===== src/rtl/input_debouncer.sv =====
// input_debouncer
//   Debounces an asynchronous switch/button level. raw_in is brought into the
//   clk domain through a two-flop synchronizer. A new level is accepted only
//   after the synchronized input has held it on STABLE_CYCLES+1 consecutive
//   rising edges. After acceptance, clean_out changes and rise or fall pulses
//   for one cycle.
//
//   state        | meaning
//   -------------+-------------------------------------------------------
//   S_LOW   (00) | accepted level 0, waiting for sync_in=1
//   S_WAIT_H(01) | sync_in went 1, counting stable samples toward accept
//   S_HIGH  (10) | accepted level 1, waiting for sync_in=0
//   S_WAIT_L(11) | sync_in went 0, counting stable samples toward accept
//
// Ports
//   clk        : single clock, rising-edge
//   reset      : asynchronous, active-low reset
//   raw_in     : raw switch level, asynchronous to clk
//   clean_out  : debounced level (1 in S_HIGH / S_WAIT_LOW)
//   rise       : one-cycle pulse on clean_out 0->1
//   fall       : one-cycle pulse on clean_out 1->0
//   state      : current FSM state (debug)
//   stable_cnt : current stability counter value
module input_debouncer #(
  parameter int STABLE_CYCLES = 4,
  parameter int CNT_WIDTH     = 3
) (
  input  logic                 clk,
  input  logic                 reset,
  input  logic                 raw_in,
  output logic                 clean_out,
  output logic                 rise,
  output logic                 fall,
  output logic [1:0]           state,
  output logic [CNT_WIDTH-1:0] stable_cnt
);

  typedef enum logic [1:0] {
    S_LOW       = 2'b00,
    S_WAIT_HIGH = 2'b01,
    S_HIGH      = 2'b10,
    S_WAIT_LOW  = 2'b11
  } state_t;

  localparam logic [CNT_WIDTH-1:0] CNT_LAST = CNT_WIDTH'(STABLE_CYCLES - 1);

  state_t st;
  logic   sync_meta;
  logic   sync_in;

  always_ff @(posedge clk or negedge reset) begin
    if (!reset) begin
      sync_meta  <= 1'b0;
      sync_in    <= 1'b0;
      st         <= S_LOW;
      stable_cnt <= '0;
      rise       <= 1'b0;
      fall       <= 1'b0;
    end else begin
      sync_meta <= raw_in;
      sync_in   <= sync_meta;
      rise      <= 1'b0;
      fall      <= 1'b0;
      case (st)
        S_LOW: begin
          stable_cnt <= '0;
          if (sync_in) st <= S_WAIT_HIGH;
        end
        S_WAIT_HIGH: begin
          if (!sync_in) begin
            st         <= S_LOW;
            stable_cnt <= '0;
          end else if (stable_cnt == CNT_LAST) begin
            st         <= S_HIGH;
            stable_cnt <= '0;
            rise       <= 1'b1;
          end else begin
            stable_cnt <= stable_cnt + 1'b1;
          end
        end
        S_HIGH: begin
          stable_cnt <= '0;
          if (!sync_in) st <= S_WAIT_LOW;
        end
        S_WAIT_LOW: begin
          if (sync_in) begin
            st         <= S_HIGH;
            stable_cnt <= '0;
          end else if (stable_cnt == CNT_LAST) begin
            st         <= S_LOW;
            stable_cnt <= '0;
            fall       <= 1'b1;
          end else begin
            stable_cnt <= stable_cnt + 1'b1;
          end
        end
        default: begin
          st         <= S_LOW;
          stable_cnt <= '0;
        end
      endcase
    end
  end

  // Accepted level is the MSB of the state encoding; purely registered.
  assign clean_out = st[1];
  assign state     = st;

endmodule


===== config.mk =====
export PLATFORM = sky130hd
export DESIGN_NAME = input_debouncer
export DESIGN_NICKNAME = d
export VERILOG_FILES = /design/src/rtl/input_debouncer.sv
export SDC_FILE = /design/constraint.sdc
export NUM_CORES = 1
export LEC_CHECK = 0
export ABC_AREA = 1
export CAP_MARGIN = 20
export CORE_AREA = 2 2 39 41
export CTS_CLUSTER_SIZE = 10
export DETAILED_ROUTE_END_ITERATION = 12
export DIE_AREA = 0 0 41 43
export HOLD_SLACK_MARGIN = 0.05
export PLACE_DENSITY = 0.53
export SYNTH_ARGS = -nofsm -noshare
export SYNTH_HDL_FRONTEND = slang
export SYNTH_SLANG_ARGS = --single-unit

===== constraint.sdc =====
create_clock -name clk -period 2.15 [get_ports clk]
set_input_delay 0.43 -clock clk [delete_from_list [all_inputs] [get_ports clk]]
set_output_delay 0.43 -clock clk [all_outputs]
set_load 0.05 [all_outputs]

# ---- Word level (Yosys, flattened, before mapping)
# Index checks and enable logic that the tools add are counted.
dict set report word_totals {
  out_inout_bits 8
  mem_bits_ro 0
  reg_bits 9
  latchBits 0
  memories 0
  ram_bits 0
}
dict set report op_classes {
  n_reduce_logical 3
  bitwise 0
  n_mul 0
  n_addsub 1
  shift 0
  eq_ne 8
  muxes 16
  div 0
  order_cmp 0
}
# operator count
set ops {}
lappend ops {{2-to-1 mux 2 bit} 6}
lappend ops {{2-to-1 mux 3 bit} 3}
lappend ops {{case mux 3 bit (3 select lines)} 1}
lappend ops {{case mux 2 bit (4 select lines)} 1}
lappend ops {{!= test 3 bit (second input constant)} 2}
lappend ops {{2-to-1 mux 1 bit} 5}
lappend ops {{== test 2 bit (second input constant)} 2}
lappend ops {{!= test 2 bit (second input constant)} 2}
lappend ops {{AND reduction 4 bit} 1}
lappend ops {{adder 3 x 1 -> 3 bit (second input constant)} 1}
lappend ops {{== test 3 x 2 -> 1 bit (second input constant)} 1}
lappend ops {{== test 2 x 1 -> 1 bit (second input constant)} 1}
lappend ops {{zero test 2 bit} 1}
lappend ops {{OR reduction 2 bit} 1}

# ---- Depth between registers and ports, before layout
# Gate-level depths: netlist of run 1.
dict set report logic_depth {
  depth_word 4
  ltp_mapped 6
  mapped_depth_nobuf 6
}

# ---- Worst setup path before layout of run 1
# No wires, ideal clock.
dict set report synth_path {
  kind {reg-to-output}
  start {register with a tool-made name}
  end {output state[1]}
  arrival_time_ns 0.974
  stages_incl_launch_ff 2
  path_slack_ns 0.746
  n_path_buf 1
  cell_sequence {dfrtp_1 > buf_4}
}
# item line
set synth_rtl {}
lappend synth_rtl {{end, declared} 34} ;# output logic [1:0] state,

==> results.sh, run 1 <==
export IMPL_status="completed"
export IMPL_clk_pin_slew_worst_paths_ns=0.06
export IMPL_cp_buffers_inverters=1
export IMPL_gp_congestion=0.718
export IMPL_r2r_cells=5
export IMPL_ant_nets=0
export IMPL_fillers=146
export IMPL_dpl_cell_count=65
export IMPL_synth_fa_ha_area_frac=0.0331
export IMPL_cts_sinks=9
export IMPL_chipHeight_um=43
export IMPL_design_core_area_um2=1380
export IMPL_cts_buffers=3
export IMPL_power_per_cell_area_nw_per_um2=1020
export IMPL_r2r_slack_ns=1.09
export IMPL_fp_row_count=14
export IMPL_initial_utilization=0.273
export IMPL_ys_types=12
export IMPL_hold_violations=0
export IMPL_avgSynthCellArea_um2=9.45
export IMPL_drt_iter0_drc=3
export IMPL_hp_class="reg -> reg"
export IMPL_portBuffers=10
export IMPL_cts_resized=0
export IMPL_grt_use_total=0.0924
export IMPL_nets=58
export IMPL_peakVddDrop_uv=332
export IMPL_grt_start_max_net_pins=10
export IMPL_max_freq_mhz=508
export IMPL_period_share=0.916
export IMPL_critPathLaunchType="flop"
export IMPL_min_from="sync_meta"
export IMPL_crit_path_top_delay_cell="clkdlybuf4s50_1"
export IMPL_synth_top_cell_area_share=0.596
export IMPL_r2r_start="stable_cnt[0]"
export IMPL_ys_top_cells_by_area="dfrtp_1 60%, nand2_1 8.9%, inv_1 7.0%"
export IMPL_period_minus_slack_ns=1.97
export IMPL_synth_compound_area_frac=0.0132
export IMPL_layout_common_cells="10 x clkdlybuf4s50_1, 9 x nand2_1, 9 x dfrtp_1"
export IMPL_firstDrtPassIters=4
export IMPL_cts_tree="built"
export IMPL_synth_mux_area_frac=0
export IMPL_synth_warnings=0
export IMPL_synthSimpleGateAreaFrac=0.258
export IMPL_boundaryPins=11
export IMPL_synth_top_family_by_area="simple AND/OR/NAND/NOR gates"
export IMPL_yosysSeqAreaShare=0.596
export IMPL_drt_total_wl_um=595
export IMPL_worstPathCellList="clkdlybuf4s50_1"
export IMPL_holdPathStages=0
export IMPL_critPathCaptureType="primary output"
export IMPL_setup_viol=0
export IMPL_overflow=0
export IMPL_clock_latency_ns=0.26
export IMPL_crit_family="buffers and inverters"
export IMPL_skew_ns=0.00154
export IMPL_cts_root_buf="clkbuf_4"
export IMPL_final_max_slew_violation_count=0
export IMPL_drive_gt1_frac=0.113
export IMPL_hpwl_um=469
export IMPL_arrival_ns=1.54
export IMPL_finalNonFillerCells=69
export IMPL_worst_pin_slew_ns=0.491
export IMPL_antenna_cells=0
export IMPL_grt_setup_unrepaired="false"
export IMPL_antenna_found_initial=0
export IMPL_finalWorstSetupSlack_ns=0.180
export IMPL_mostFrequentLayoutCell="clkdlybuf4s50_1"
export IMPL_area_growth_syn_to_layout_pct=36.8
export IMPL_syn_inst=40
export IMPL_synthXorXnorAreaFrac=0
export IMPL_vias=292
export IMPL_cts_setup_buffers=0
export IMPL_post_route_util=0.373
export IMPL_hold_buffers=0
export IMPL_first_global_vias=258
export IMPL_slowest_delay_ns=0.84
export IMPL_crit_type="reg -> out"
export IMPL_viasPerCell=4.23
export IMPL_die_x_um=41
export IMPL_crit_cells=1
export IMPL_slew_headroom=0.672
export IMPL_cap_viol_max_count=0
export IMPL_setup_tns_ns=0
export IMPL_cts_buffer_depth=2
export IMPL_drc=0
export IMPL_crit_required_ns=1.72
export IMPL_synth_net_count=44
export IMPL_synth_largest_area_cell="dfrtp_1"
export IMPL_synth_seq_cells=9
export IMPL_p_leak_uw=0.000253
export IMPL_syn_area_um2=378
export IMPL_ctsHtreeMaxLevel=1
export IMPL_grt_first_pass_wirelength_um=1050
export IMPL_routedWlPerCell_um=8.62
export IMPL_pre_cts_ws_ns=0.443
export IMPL_die_area_um2=1760
export IMPL_path_max_fanout=7
-- per-layer routing --
| layer | GRT usage | wire [um] | vias up |
|---|---|---|---|
| met3 | 0.0471 | 41 | 3 |
| met4 | 0.0600 | 17 | 0 |
| li1 | - | - | 150 |
| met5 | 0 | 0 | - |
| met2 | 0.119 | 280 | 12 |
| met1 | 0.117 | 256 | 127 |
-- final cells by class --
| class | count | area (um^2) | area share |
|---|---|---|---|
| flip-flops and latches | 9 | 225 | 0.436 |
| repair buffers | 10 | 100 | 0.194 |
| well taps | 16 | 20.0 | 0.0387 |
| inverters | 8 | 30.0 | 0.0581 |
| multi-input cells | 22 | 115 | 0.223 |
| clock buffers | 4 | 26.3 | 0.0508 |
-- cells in the mapped netlist (all sizes together) --
library cell,n
ha,1
nand2,10
nand4,4
buf,1
inv,8
or2,1
dfrtp,9
nor2,5
o21ai,1
-- metrics by stage --
| stage | hold WS (ns) | total power [uW] | cell area, um^2 |
|---|---|---|---|
| 2_1_floorplan | 0.134 | 346 | 378 |
| 3_3_place_gp | 0.348 | 403 | 490 |
| 3_5_place_dp | 0.340 | 403 | 490 |
| 4_1_cts | 0.354 | 533 | 517 |
| 5_1_grt | 0.378 | 564 | 517 |
| 6_report | 0.358 | 527 | 517 |
-- cells by family (layout without fill, tap and decap cells) --
| family | after synthesis | in the layout |
|---|---|---|
| AOI/OAI and AO/OA | 1 | 1 |
| DFF | 9 | 9 |
| and+or+nand+nor | 20 | 20 |
| buffers and inverters | 9 | 22 |
| adders and majority gates | 1 | 1 |
-- report_power, final --
part	internal, uW	switching [uW]	total [uW]
sequential	189	21.3	211
combinational	60.1	129	189
clock	71.3	55.8	127
-- worst paths after layout --
| path | end |
|---|---|
| min | sync_in |
| min in group asynchronous | stable_cnt[1] |
| max | clean_out |
| min reg2reg | sync_in |
| max reg2reg | flop |
| max in group asynchronous | state[0] |
Note: power is estimated with default switching activity, not from simulation.
==> inputs of run 2 (changes only) <==
--- a/config.mk
+++ b/config.mk
@@ -16,3 +16,4 @@
 export SYNTH_ARGS = -nofsm -noshare
 export SYNTH_HDL_FRONTEND = slang
 export SYNTH_SLANG_ARGS = --single-unit
+export TNS_END_PERCENT = 1
==> results of run 2 <==
The final DEF is identical to that of run 1; final timing and power are the same.
